<file path="src/rtl/dense_forward_if.sv">
// Operand/result handshake bundle for dense_forward.
// Both sides use valid/ready: a transfer happens on a rising clk edge where valid and ready are both high.
interface dense_forward_if #(
    parameter int size      = 3,
    parameter int data_size = 16
);
    logic                             in_valid;
    logic                             in_ready;
    logic [size*data_size-1:0]        x;
    logic [size*size*data_size-1:0]   weight;
    logic [size*data_size-1:0]        bias;
    logic                             out_valid;
    logic                             out_ready;
    logic [size*data_size-1:0]        z;
    logic                             busy;

    modport master (
        output in_valid, x, weight, bias, out_ready,
        input  in_ready, out_valid, z, busy
    );

    modport slave (
        input  in_valid, x, weight, bias, out_ready,
        output in_ready, out_valid, z, busy
    );
endinterface

</file>
<file path="src/rtl/dense_forward.sv">
// Dense-layer pre-activation z = bias + W*x with one shared signed multiplier, one product per clock.
// Optional macro DENSE_FORWARD_RELU_EN clamps each saturated z element at zero.
module dense_forward #(
    parameter int size      = 3,
    parameter int data_size = 16,
    parameter int frac_bits = 8
) (
    input  logic               clk,
    input  logic               rst_n,
    dense_forward_if.slave     bus,
    output logic [1:0]         state_dbg
);
    localparam int IW    = (size > 1) ? $clog2(size) : 1;
    localparam int KW    = (size > 1) ? $clog2(size*size) : 1;
    localparam int ACC_W = 2*data_size + $clog2(size) + 1;

    localparam logic signed [ACC_W-1:0] SAT_MAX =
        {{(ACC_W-data_size+1){1'b0}}, {(data_size-1){1'b1}}};
    localparam logic signed [ACC_W-1:0] SAT_MIN =
        {{(ACC_W-data_size+1){1'b1}}, {(data_size-1){1'b0}}};

    typedef enum logic [1:0] {
        S_IDLE = 2'd0,
        S_MAC  = 2'd1,
        S_DONE = 2'd2
    } state_t;

    state_t state, state_nxt;

    logic signed [data_size-1:0] x_r [size];
    logic signed [data_size-1:0] w_r [size*size];
    logic signed [data_size-1:0] b_r [size];
    logic signed [data_size-1:0] z_r [size];

    logic [IW-1:0]              i_idx, j_idx;
    logic [KW-1:0]              k_idx;
    logic signed [ACC_W-1:0]    acc, acc_nxt, shifted, bias_nxt;
    logic signed [2*data_size-1:0] prod;
    logic signed [data_size-1:0] z_new;
    logic                       last_i, last_j, accept;

    function automatic logic signed [ACC_W-1:0] bias_acc(input logic signed [data_size-1:0] b);
        return ACC_W'(b) <<< frac_bits;
    endfunction

    assign accept    = bus.in_valid & bus.in_ready;
    assign last_i    = (i_idx == IW'(size-1));
    assign last_j    = (j_idx == IW'(size-1));
    assign state_dbg = state;

    // Single MAC datapath; >>> floors, then clamp to the element range.
    always_comb begin
        prod    = x_r[i_idx] * w_r[k_idx];
        acc_nxt = acc + ACC_W'(prod);
        shifted = acc_nxt >>> frac_bits;
        if (shifted > SAT_MAX)
            z_new = SAT_MAX[data_size-1:0];
        else if (shifted < SAT_MIN)
            z_new = SAT_MIN[data_size-1:0];
        else
            z_new = shifted[data_size-1:0];
`ifdef DENSE_FORWARD_RELU_EN
        if (z_new[data_size-1])
            z_new = '0;
`else
`endif
        bias_nxt = '0;
        if (!last_j)
            bias_nxt = bias_acc(b_r[j_idx + IW'(1)]);
    end

    always_ff @(posedge clk or negedge rst_n) begin
        if (!rst_n)
            state <= S_IDLE;
        else
            state <= state_nxt;
    end

    always_comb begin
        state_nxt = state;
        case (state)
            S_IDLE: if (accept)            state_nxt = S_MAC;
            S_MAC:  if (last_i && last_j)  state_nxt = S_DONE;
            S_DONE: if (bus.out_ready)     state_nxt = S_IDLE;
            default:                       state_nxt = S_IDLE;
        endcase
    end

    always_comb begin
        bus.in_ready  = (state == S_IDLE);
        bus.busy      = (state == S_MAC);
        bus.out_valid = (state == S_DONE);
    end

    always_ff @(posedge clk or negedge rst_n) begin
        if (!rst_n) begin
            i_idx <= '0;
            j_idx <= '0;
            k_idx <= '0;
            acc   <= '0;
            for (int n = 0; n < size; n++) begin
                x_r[n] <= '0;
                b_r[n] <= '0;
                z_r[n] <= '0;
            end
            for (int n = 0; n < size*size; n++)
                w_r[n] <= '0;
        end else begin
            case (state)
                S_IDLE: begin
                    if (accept) begin
                        for (int n = 0; n < size; n++) begin
                            x_r[n] <= bus.x[n*data_size +: data_size];
                            b_r[n] <= bus.bias[n*data_size +: data_size];
                        end
                        for (int n = 0; n < size*size; n++)
                            w_r[n] <= bus.weight[n*data_size +: data_size];
                        i_idx <= '0;
                        j_idx <= '0;
                        k_idx <= '0;
                        acc   <= bias_acc(bus.bias[data_size-1:0]);
                    end
                end
                S_MAC: begin
                    k_idx <= (last_i && last_j) ? '0 : k_idx + KW'(1);
                    if (!last_i) begin
                        i_idx <= i_idx + IW'(1);
                        acc   <= acc_nxt;
                    end else begin
                        z_r[j_idx] <= z_new;
                        i_idx      <= '0;
                        j_idx      <= last_j ? '0 : j_idx + IW'(1);
                        acc        <= bias_nxt;
                    end
                end
                default: ;
            endcase
        end
    end

    for (genvar g = 0; g < size; g++) begin : g_zpack
        assign bus.z[g*data_size +: data_size] = z_r[g];
    end
endmodule
</file>
<file path="src/flat_wrapper.sv">
// flat-port wrapper written by rule: the top's interface ports become plain ports
module dense_forward_flat 
#(
    parameter int size      = 3,
    parameter int data_size = 16,
    parameter int frac_bits = 8
)
  (clk, rst_n, state_dbg, bus_in_valid, bus_x, bus_weight, bus_bias, bus_out_ready, bus_in_ready, bus_out_valid, bus_z, bus_busy);
  dense_forward_if #(.size(size), .data_size(data_size)) bus_i ();
  input  logic clk;
  input  logic rst_n;
  output logic [1:0] state_dbg;
  input wire logic [$bits(bus_i.in_valid)-1:0] bus_in_valid;
  input wire logic [$bits(bus_i.x)-1:0] bus_x;
  input wire logic [$bits(bus_i.weight)-1:0] bus_weight;
  input wire logic [$bits(bus_i.bias)-1:0] bus_bias;
  input wire logic [$bits(bus_i.out_ready)-1:0] bus_out_ready;
  output wire logic [$bits(bus_i.in_ready)-1:0] bus_in_ready;
  output wire logic [$bits(bus_i.out_valid)-1:0] bus_out_valid;
  output wire logic [$bits(bus_i.z)-1:0] bus_z;
  output wire logic [$bits(bus_i.busy)-1:0] bus_busy;
  assign bus_i.in_valid = bus_in_valid;
  assign bus_i.x = bus_x;
  assign bus_i.weight = bus_weight;
  assign bus_i.bias = bus_bias;
  assign bus_i.out_ready = bus_out_ready;
  assign bus_in_ready = bus_i.in_ready;
  assign bus_out_valid = bus_i.out_valid;
  assign bus_z = bus_i.z;
  assign bus_busy = bus_i.busy;
  dense_forward #(.size(size), .data_size(data_size), .frac_bits(frac_bits)) u_core (.clk(clk), .rst_n(rst_n), .bus(bus_i), .state_dbg(state_dbg));
endmodule
</file>
<file path="config.mk">
export PLATFORM = sky130hd
export DESIGN_NAME = dense_forward_flat
export DESIGN_NICKNAME = d
export VERILOG_FILES = /design/src/rtl/dense_forward_if.sv /design/src/rtl/dense_forward.sv /design/src/flat_wrapper.sv
export SDC_FILE = /design/constraint.sdc
export NUM_CORES = 2
export LEC_CHECK = 0
export ABC_AREA = 0
export BUFFER_PORTS_ARGS = -buffer_cell sky130_fd_sc_hd__buf_2
export CAP_MARGIN = 20
export CORE_MARGIN = 8
export CORE_UTILIZATION = 55
export DETAILED_ROUTE_END_ITERATION = 16
export GPL_TIMING_DRIVEN = 0
export PLACE_DENSITY = 0.88
export SKIP_LAST_GASP = 1
export SLEW_MARGIN = 20
export SYNTH_ARGS = -nofsm -noshare
export SYNTH_HDL_FRONTEND = slang
export SYNTH_SLANG_ARGS = --single-unit
export TNS_END_PERCENT = 20
</file>
<file path="constraint.sdc">
create_clock -name clk -period 7.7 [get_ports clk]
set_input_delay 1.54 -clock clk [delete_from_list [all_inputs] [get_ports clk]]
set_output_delay 1.54 -clock clk [all_outputs]
set_load 0.005 [all_outputs]
</file>
==> impl_metrics.csv <==
group,metric,value,unit
clocking,cts-buffers-inserted,31,
setup_path,crit_path_end_kind,"flip-flop",
sta,period_minus_slack,8.33,ns
global_route,grt_max_degree,79,
synth,netlist.area_leader.share,0.317,
routing,postRouteAntennaNets,0,
routing,vias,23500,
finish,drive_gt1_frac,0.212,
sta,final_hold_viol_count,0,
placed_design,portBuffers,296,
setup_path,max_stage_delay,0.55,ns
routing,drt-vias-per-instance,5.97,
setup_path,cpMostUsedCell,"fa_1",
synth,ys_types,74,
outcome,failed_checks,"negative setup slack",
clocking,clock_sinks,333,
routing,drc,0,
synth,synth_seq_area_share,0.317,
sta,max_freq,120,MHz
floorplanning,rows,80,
synth,syn_area_per_cell,9.09,um2
setup_path,crit_arrival,8.81,ns
synth,synth_edf_count,0,
synth,synth.cell_area,26300,um2
clocking,cts_hold_buf,0,
routing,totalWireLength,87300,um
global_route,overflow,0,
setup_path,cp-start-kind,"flip-flop",
run,drv_cap,0,
synth,ys_warn_count,0,
global_route,grt_usage,0.312,
finish,area_growth,20.2,%
finish,final_cell_count_no_fill,3938,
global_route,antenna_found_initial,0,
floorplanning,core,47400,um2
sta,worst_pin_slew,1.02,ns
placed_design,dp_hpwl,63500,um
routing,wl_per_cell,22.2,um
sta,drv_slew,0,
setup_path,path_delay_family,"adder cells",
sta,max_slew_margin,0.317,
synth,synth_nets,3553,
placed_design,place_inst,3806,
sta,tns,-26.88,ns
floorplanning,dieArea,55100,um2
global_route,met3_usage,0.0712,
floorplanning,initial_core_util,0.554,
routing,drt_iter0_markers,2474,
setup_path,path_buf_inv,11,
sta,setup_viol,50,
synth,synthesis.instances,2891,
sta,skew,0.0164,ns
finish,final_common_cell,"nand2_1",
global_route,grtUsageMet2,0.527,
clocking,clock_path_buffers,3,
synth,synth_area_leaders,"dfrtp_1, fa_1, nand2_1",
finish,final_cell_mix,"nand2_1, inv_1, dfrtp_1",
clocking,cts.clk_slew.worst_paths,0.07,ns
routing,firstDrtPassIters,6,
sta,fin_crit_sh,1.08,
synth,yosys_most_used_dff,"dfrtp_1",
finish,multiInputGateArea,17100,um2
clocking,cts_root_buf,"clkbuf_16",
setup_path,critical_path.slowest_cell,"fa_1",
clocking,cts-htree-levels,1,
outcome,status,"finished, violations left",
min_path,hold_path.class,"flip-flop to flip-flop",
synth,ys_seq_elements,333,
global_route,grt_pass1_vias,25200,
setup_path,worstSetupPathType,"flip-flop to flip-flop",
finish,final-seq-area,8330,um2
finish,final.fill_count,3365,
setup_path,r2r_setup_slack,-0.63,ns
synth,async_flop_share,1.00,
floorplanning,die_y,235,um
global_route,grt_busiest_layer,"met2",
clocking,clock_latency,0.60,ns
finish,final_nets,3960,
sta,rsz0062_at_grt,"true",
setup_path,worst-endpoint-required,8.18,ns
synth,yosysTopAreaCell,"dfrtp_1",
placed_design,gp_congestion,0.976,
sta,layout_setup_ws,-0.627,ns
setup_path,cp_max_fo,7,
floorplanning,die_w,235,um
finish,antenna_cells,0,
global_route,use_met1,0.360,
global_route,grt_pass1_wl,137000,um
floorplanning,io_pins,297,
clocking,tritoncts,"built",
[kinds of logic (layout without fill, tap and decap cells)]
group,Yosys count,in the layout,synth area share
muxes,82,82,0.0465
adders and majority gates,418,418,0.287
DFF,333,333,0.317
xor gates and xnor gates,33,33,0.0113
and+or+nand+nor,1253,1253,0.193
AOI/OAI and AO/OA,290,290,0.0746
buffers and inverters,482,914,0.0702
[stage by stage]
step | hold slack (ns) | setup WS (ns) | area [um2] | util
after CTS | 0.476 | -0.339 | 31200 | 0.658
final | 0.479 | -0.627 | 31600 | 0.666
after detailed placement | 0.461 | -1.58 | 28800 | 0.607
after global placement | 0.453 | -1.52 | 28700 | 0.605
after global routing | 0.484 | -0.759 | 31600 | 0.666
after floorplan | 0.438 | -0.00269 | 26400 | -
[worst min-delay path: stages (launching register included)]
cell and delay, ns:
dfrtp_1 0.34, nand2_1 0.05, nand2_1 0.05
[final timing paths]
kind                                               endpoint  cells past startpoint                         from
worst max-delay path            u_core.bus.z[4]$_DFFE_PN0P_                     33  u_core.k_idx[0]$_DFFE_PN0P_
worst min-delay path             u_core.x_r[33]$_DFFE_PN0P_                      2   u_core.x_r[33]$_DFFE_PN0P_
worst max register to register  u_core.bus.z[4]$_DFFE_PN0P_                     33  u_core.k_idx[0]$_DFFE_PN0P_
worst min register to register   u_core.x_r[33]$_DFFE_PN0P_                      2   u_core.x_r[33]$_DFFE_PN0P_
max in group asynchronous        u_core.x_r[39]$_DFFE_PN0P_                      3                        rst_n
min in group asynchronous         u_core.b_r[5]$_DFFE_PN0P_                      1                        rst_n
[what timing repair did]
item,4_1_cts,5_1_grt
buffers inserted,56,19
setup endpoints to repair,70,58
cloned,8,0
resized for setup,190,64
pin swaps,43,32
[registers in the layout (all words and copies together), names as in the netlist]
name and count:
u_core.x_r 48, u_core.k_idx 4, u_core.bus.z 48, u_core.i_idx 2
u_core.b_r 48, u_core.state_dbg 2, u_core.j_idx 2, u_core.acc 35
u_core.w_r 144
[layout make-up]
| type | instances | area share |
|---|---|---|
| tap | 615 | 0.0243 |
| multi-input combinational | 2076 | 0.540 |
| inverter | 352 | 0.0418 |
| sequential | 333 | 0.264 |
| buffer | 121 | 0.0221 |
| clock buffer | 41 | 0.0273 |
| clock inverter | 17 | 0.00471 |
| timing repair buffer | 383 | 0.0765 |
[synth_stat cells, drive strengths merged, types with 8 or more instances]
master	instances
a211oi	12
o22ai	11
a31oi	21
nor2b	8
xor2	9
nand2	893
dfrtp	333
ha	108
a21oi	123
fa	310
o21ai	43
buf	27
inv	350
o21a	9
mux4	32
nand2b	33
and2	19
mux2i	49
a21o	23
nor2	262
clkbuf	103
xnor2	24
[per-layer routing]
metal  part of all wire  vias to the layer above
met5                  0                        -
met4              0.076                        0
met3               0.11                      494
met2               0.48                     1702
met1               0.34                    11500
li1                   -                     9803
Power is not shown: default switching activity piles up to over one toggle a cycle in this logic, so the estimate is an artifact.
